--- src/rtl/data_mem_bridge.sv ---
// Single-outstanding bridge between the memory controller stage and a req/gnt/rvalid data bus.
// Optional response watchdog enabled by defining MEM_BRIDGE_TIMEOUT_EN.
module data_mem_bridge #(
    parameter int TIMEOUT_CYCLES = 255
) (
    input  logic        clk,
    input  logic        rst_n,
    input  logic        req_read,
    input  logic        req_write,
    input  logic        req_exception,
    input  logic [31:0] req_addr,
    input  logic [31:0] req_wdata,
    input  logic [3:0]  req_mask,
    output logic        stall,
    output logic        done,
    output logic [31:0] rdata,
    output logic        bus_req,
    output logic        bus_we,
    output logic [31:0] bus_addr,
    output logic [31:0] bus_wdata,
    output logic [3:0]  bus_be,
    input  logic        bus_gnt,
    input  logic        bus_rvalid,
    input  logic [31:0] bus_rdata,
    output logic        bus_err
);

    if (TIMEOUT_CYCLES < 2 || TIMEOUT_CYCLES > 65535) begin : g_param_check
        $error("TIMEOUT_CYCLES must be within 2..65535");
    end

    typedef enum logic [1:0] {
        IDLE     = 2'd0,
        REQ      = 2'd1,
        WAIT_RSP = 2'd2,
        DONE     = 2'd3
    } state_t;

    state_t      state, state_nxt;
    logic        accept;
    logic        timeout;
    logic        we_q;
    logic [3:0]  mask_q;
    logic [31:0] addr_q;
    logic [31:0] wdata_q;
    logic [31:0] rdata_q;

    assign accept = (req_read | req_write) & ~req_exception;

`ifdef MEM_BRIDGE_TIMEOUT_EN
    logic [15:0] tmo_cnt;
    logic        err_q;

    // Counter is held at zero in IDLE, so it starts from zero on every entry to REQ.
    always_ff @(posedge clk or negedge rst_n) begin
        if (!rst_n) begin
            tmo_cnt <= 16'd0;
        end else if (state == REQ || state == WAIT_RSP) begin
            tmo_cnt <= tmo_cnt + 16'd1;
        end else begin
            tmo_cnt <= 16'd0;
        end
    end

    assign timeout = (state == REQ || state == WAIT_RSP) &&
                     (tmo_cnt == 16'(TIMEOUT_CYCLES - 1));

    // A response arriving in the same cycle as expiry wins over the watchdog.
    always_ff @(posedge clk or negedge rst_n) begin
        if (!rst_n) begin
            err_q <= 1'b0;
        end else begin
            err_q <= timeout && !(state == WAIT_RSP && bus_rvalid);
        end
    end

    assign bus_err = err_q;
`else
    assign timeout = 1'b0;
    assign bus_err = 1'b0;
`endif

    always_ff @(posedge clk or negedge rst_n) begin
        if (!rst_n) begin
            state <= IDLE;
        end else begin
            state <= state_nxt;
        end
    end

    always_comb begin
        state_nxt = state;
        stall     = 1'b0;
        done      = 1'b0;
        bus_req   = 1'b0;
        bus_we    = 1'b0;
        bus_be    = 4'b0000;
        case (state)
            IDLE: begin
                stall = accept & rst_n;
                if (accept) state_nxt = REQ;
            end
            REQ: begin
                stall   = 1'b1;
                bus_req = 1'b1;
                bus_we  = we_q;
                bus_be  = mask_q;
                if (timeout)      state_nxt = DONE;
                else if (bus_gnt) state_nxt = WAIT_RSP;
            end
            WAIT_RSP: begin
                stall = 1'b1;
                if (bus_rvalid || timeout) state_nxt = DONE;
            end
            DONE: begin
                done      = 1'b1;
                state_nxt = IDLE;
            end
            default: state_nxt = IDLE;
        endcase
    end

    always_ff @(posedge clk or negedge rst_n) begin
        if (!rst_n) begin
            we_q    <= 1'b0;
            mask_q  <= 4'b0000;
            addr_q  <= 32'd0;
            wdata_q <= 32'd0;
        end else if (state == IDLE && accept) begin
            we_q    <= req_write;
            mask_q  <= req_mask;
            addr_q  <= {req_addr[31:2], 2'b00};
            wdata_q <= req_wdata;
        end
    end

    // Writes leave the returned word untouched; a timed-out read returns zero.
    always_ff @(posedge clk or negedge rst_n) begin
        if (!rst_n) begin
            rdata_q <= 32'd0;
        end else if (!we_q) begin
            if (state == WAIT_RSP && bus_rvalid) begin
                rdata_q <= bus_rdata;
            end else if (timeout) begin
                rdata_q <= 32'd0;
            end
        end
    end

    assign rdata     = rdata_q;
    assign bus_addr  = addr_q;
    assign bus_wdata = wdata_q;

endmodule

--- config.mk ---
export PLATFORM = sky130hd
export DESIGN_NAME = data_mem_bridge
export DESIGN_NICKNAME = d
export VERILOG_FILES = /design/src/rtl/data_mem_bridge.sv
export SDC_FILE = /design/constraint.sdc
export NUM_CORES = 1
export LEC_CHECK = 0
export BUFFER_PORTS_ARGS = -buffer_cell sky130_fd_sc_hd__buf_4
export CAP_MARGIN = 20
export CORE_ASPECT_RATIO = 0.5
export CORE_MARGIN = 4
export CORE_UTILIZATION = 45
export DETAILED_ROUTE_END_ITERATION = 6
export PLACE_DENSITY = 0.8
export SLEW_MARGIN = 20
export SYNTH_ARGS = -nofsm -noshare
export SYNTH_HDL_FRONTEND = slang
export SYNTH_SLANG_ARGS = --single-unit
--- constraint.sdc ---
create_clock -name clk -period 2 [get_ports clk]
set_input_delay 0.4 -clock clk [delete_from_list [all_inputs] [get_ports clk]]
set_output_delay 0.4 -clock clk [all_outputs]
set_load 0.01 [all_outputs]
==> flow_metrics.env <==
export IMPL_vdd_ir_drop_worst_mv=0.793
export IMPL_yosys_most_used_dff="dfrtp_1"
export IMPL_timing_max_cap_violations=0
export IMPL_maximum_number_of_pins_on_one_net_before_global_route_repair=102
export IMPL_path_cells="inv_1 > ha_1 > a31oi_1 > nor2_1 > buf_4"
export IMPL_placeableCoreArea_mm2=0.00871
export IMPL_chipWidth_um=142
export IMPL_drt_antenna_violating_nets=0
export IMPL_final_period_minus_worst_setup_slack_ns=1.84
export IMPL_most_used_cells_in_the_layout_excluding_fill_and_tap_cells="210 x buf_4, 101 x dfrtp_1, 70 x mux2_2"
export IMPL_place_worst_setup_slack_ns=0.331
export IMPL_cts_path_max_buffers=2
export IMPL_result_of_the_run="finished, final reports clean"
export IMPL_wire_per_inst_um=16.3
export IMPL_p_per_area_mw_per_mm2=1590
export IMPL_core_rowCount=24
export IMPL_timing_final_max_slew_violations=0
export IMPL_routed_wl_met2_um=5190
export IMPL_numClockSinks=101
export IMPL_globalRouteOverflowTotal=0
export IMPL_synth_seq_cells=101
export IMPL_syn_to_final_growth_pct=48.6
export IMPL_cts_resized_gates=0
export IMPL_via_count_of_the_first_global_routing_pass=2907
export IMPL_detailedPlacementHpwl_um=7120
export IMPL_clock_tree_htree_level_count=3
export IMPL_post_synth_edffs=0
export IMPL_drt_pre_antenna_iters=4
export IMPL_antenna_cells=0
export IMPL_setup_violations=0
export IMPL_maxUsedRoutingLayer="met4"
export IMPL_wl_met3_um=658
export IMPL_synth_warnings=0
export IMPL_synth_yosys_seq_area_share_pct=62.7
export IMPL_synth_cells=236
export IMPL_antenna_found_initial=0
export IMPL_place_congestion=0.748
export IMPL_die_area_mm2=0.0106
export IMPL_routed_via_count=2734
export IMPL_most_common_cell_after_layout_fill_and_taps_aside="buf_4"
export IMPL_setup_tns_ns=0
export IMPL_floorplan_initialDensity_pct=46.3
export IMPL_grt_pass1_wl_um=14400
export IMPL_final_setup_worst_slack_ns=0.157
export IMPL_power_static_leakage_nw=3.06
export IMPL_report_power_total_mw=9.53
export IMPL_timing_final_crit_share_pct=92.1
export IMPL_critPathKind="flip-flop to primary output"
export IMPL_die_height_um=74.9
export IMPL_critical_path_startpoint_type="flip-flop"
export IMPL_n_fill_cell=624
export IMPL_clock_latency_of_the_later_clocked_register_in_the_worst_skew_pair_ns=0.34
export IMPL_max_slew_worst_pin_slew_ns=0.517
export IMPL_route_layer_met1_wl_um=3240
export IMPL_hold_viol_final=0
export IMPL_ctsRootBufferMaster="clkbuf_16"
export IMPL_average_via_count_per_standard_cell=4.80
export IMPL_category_of_the_worst_setup_path_capture_point="primary output"
export IMPL_numnets_final=560
export IMPL_worst_relative_slew_slack_pct=65.6
export IMPL_post_cts_hold_buffer_count=0
export IMPL_critical_path_arrival_ns=1.44
export IMPL_top_level_ports=212
export IMPL_grtUsageTotal_pct=17.4
export IMPL_tritoncts="done"
export IMPL_layout_drive_gt1_share_pct=72.2
export IMPL_first_iter_violations=51
export IMPL_critical_path_max_stage_delay_ns=0.39
export IMPL_yosys_cell_types_count=19
export IMPL_achievable_frequency_mhz=543
export IMPL_grt_setup_unrepaired="false"
export IMPL_clkSlewWorstSetupHoldPaths_ns=0.06
export IMPL_io_buffers=206
export IMPL_remaining_drc_errors=0
export IMPL_finalClockSkew_ns=0.00722
export IMPL_syn_avg_cell_area_um2=17.1
export IMPL_critPathRequiredTime_ns=1.60
export IMPL_route_final_wire_length_um=9270
export IMPL_async_flop_share_pct=100
export IMPL_critical_path_peak_fanout=4
export IMPL_post_syn_area_mm2=0.00403
export IMPL_cts_inserted_buffers=9
export IMPL_timing_hold_worst_class="input port to asynchronous set/reset pin"
export IMPL_critical_path_slowest_cell="dfrtp_1"
## final timing paths
| check | from | to | slack [ns] | depth (start not counted) |
|---|---|---|---|---|
| setup / recovery | state[1] | stall | 0.16 | 5 |
| hold / removal | rst_n | rdata[30] | 0.15 | 2 |
| setup reg to reg | state[0] | state[1] | 0.23 | 5 |
| hold reg to reg | mask_q[1] | mask_q[1] | 0.50 | 1 |
| max in group asynchronous | rst_n | bus_addr[11] | 1.46 | 2 |
| min in group clk | req_wdata[11] | bus_wdata[11] | 0.29 | 2 |
## per-layer routing
layer | GRT usage, % | up-vias
met2 | 32.7 | 101
met4 | 6.28 | 0
li1 | - | 1244
met1 | 18.5 | 1374
met3 | 6.35 | 15
met5 | 0 | -
## per-stage QoR
step           cell area, um2  utilization [%]  hold WS (ns)  std cells
2_1_floorplan            4040                -         0.104        238
3_3_place_gp             5720             65.7         0.485        554
3_5_place_dp             5720             65.7         0.490        554
4_1_cts                  5980             68.7         0.174        569
5_1_grt                  5990             68.8         0.189        570
6_report                 5990             68.8         0.147        570
## logic make-up (layout without fill, tap and decap cells)
logic type	count (synthesis)	in the layout	synth area share, %
flops	101	101	62.7
mux	100	100	30.7
buf+inv	16	231	2.70
simple gates	9	9	1.37
compound gates	5	5	1.21
fa+ha+maj	4	4	1.24
other cells	1	3	0.0930
## synth_stat cells (3+ instances only)
cell type  count  area [um2]
dfrtp_1      101        2530
ha_1           4        50.1
mux2_4        30         450
buf_4          3        22.5
buf_2          6        30.0
mux2_2        70         788
and2_1         5        31.3
buf_6          4        45.0
inv_1          3        11.3
## registers in the layout, summed over array words and instances (netlist names)
signal,count
mask_q,4
we_q,1
bus_wdata,32
bus_addr,30
state,2
rdata,32
## worst max-delay path: cells and delay by family, from the launching register on
family | cells | cell delay (ns)
DFF | 1 | 0.39
AOI/OAI and AO/OA | 1 | 0.20
adders and majority gates | 1 | 0.24
and+or+nand+nor | 1 | 0.06
buffers and inverters | 2 | 0.21
## final cells by class
| type | count | area (um2) | share of cell area (%) |
|---|---|---|---|
| well taps | 117 | 146 | 2.44 |
| inverters | 3 | 11.3 | 0.188 |
| multi-input cells | 121 | 1410 | 23.5 |
| clock buffers | 13 | 250 | 4.18 |
| flip-flops and latches | 101 | 2530 | 42.2 |
| repair buffers | 213 | 1640 | 27.3 |
| clock inverters | 2 | 10.0 | 0.167 |
## power breakdown
group	switching (mW)	internal (mW)
Sequential	0.538	3.10
Clock	0.680	0.867
Combinational	1.66	2.69
Total	2.88	6.65
## timing repair
item | in CTS | in global routing
endpoints found under the hold margin | 0 | 0
endpoints found under the setup margin | 0 | 1
buffers inserted | 0 | 1
(Power assumes the default switching activity.)
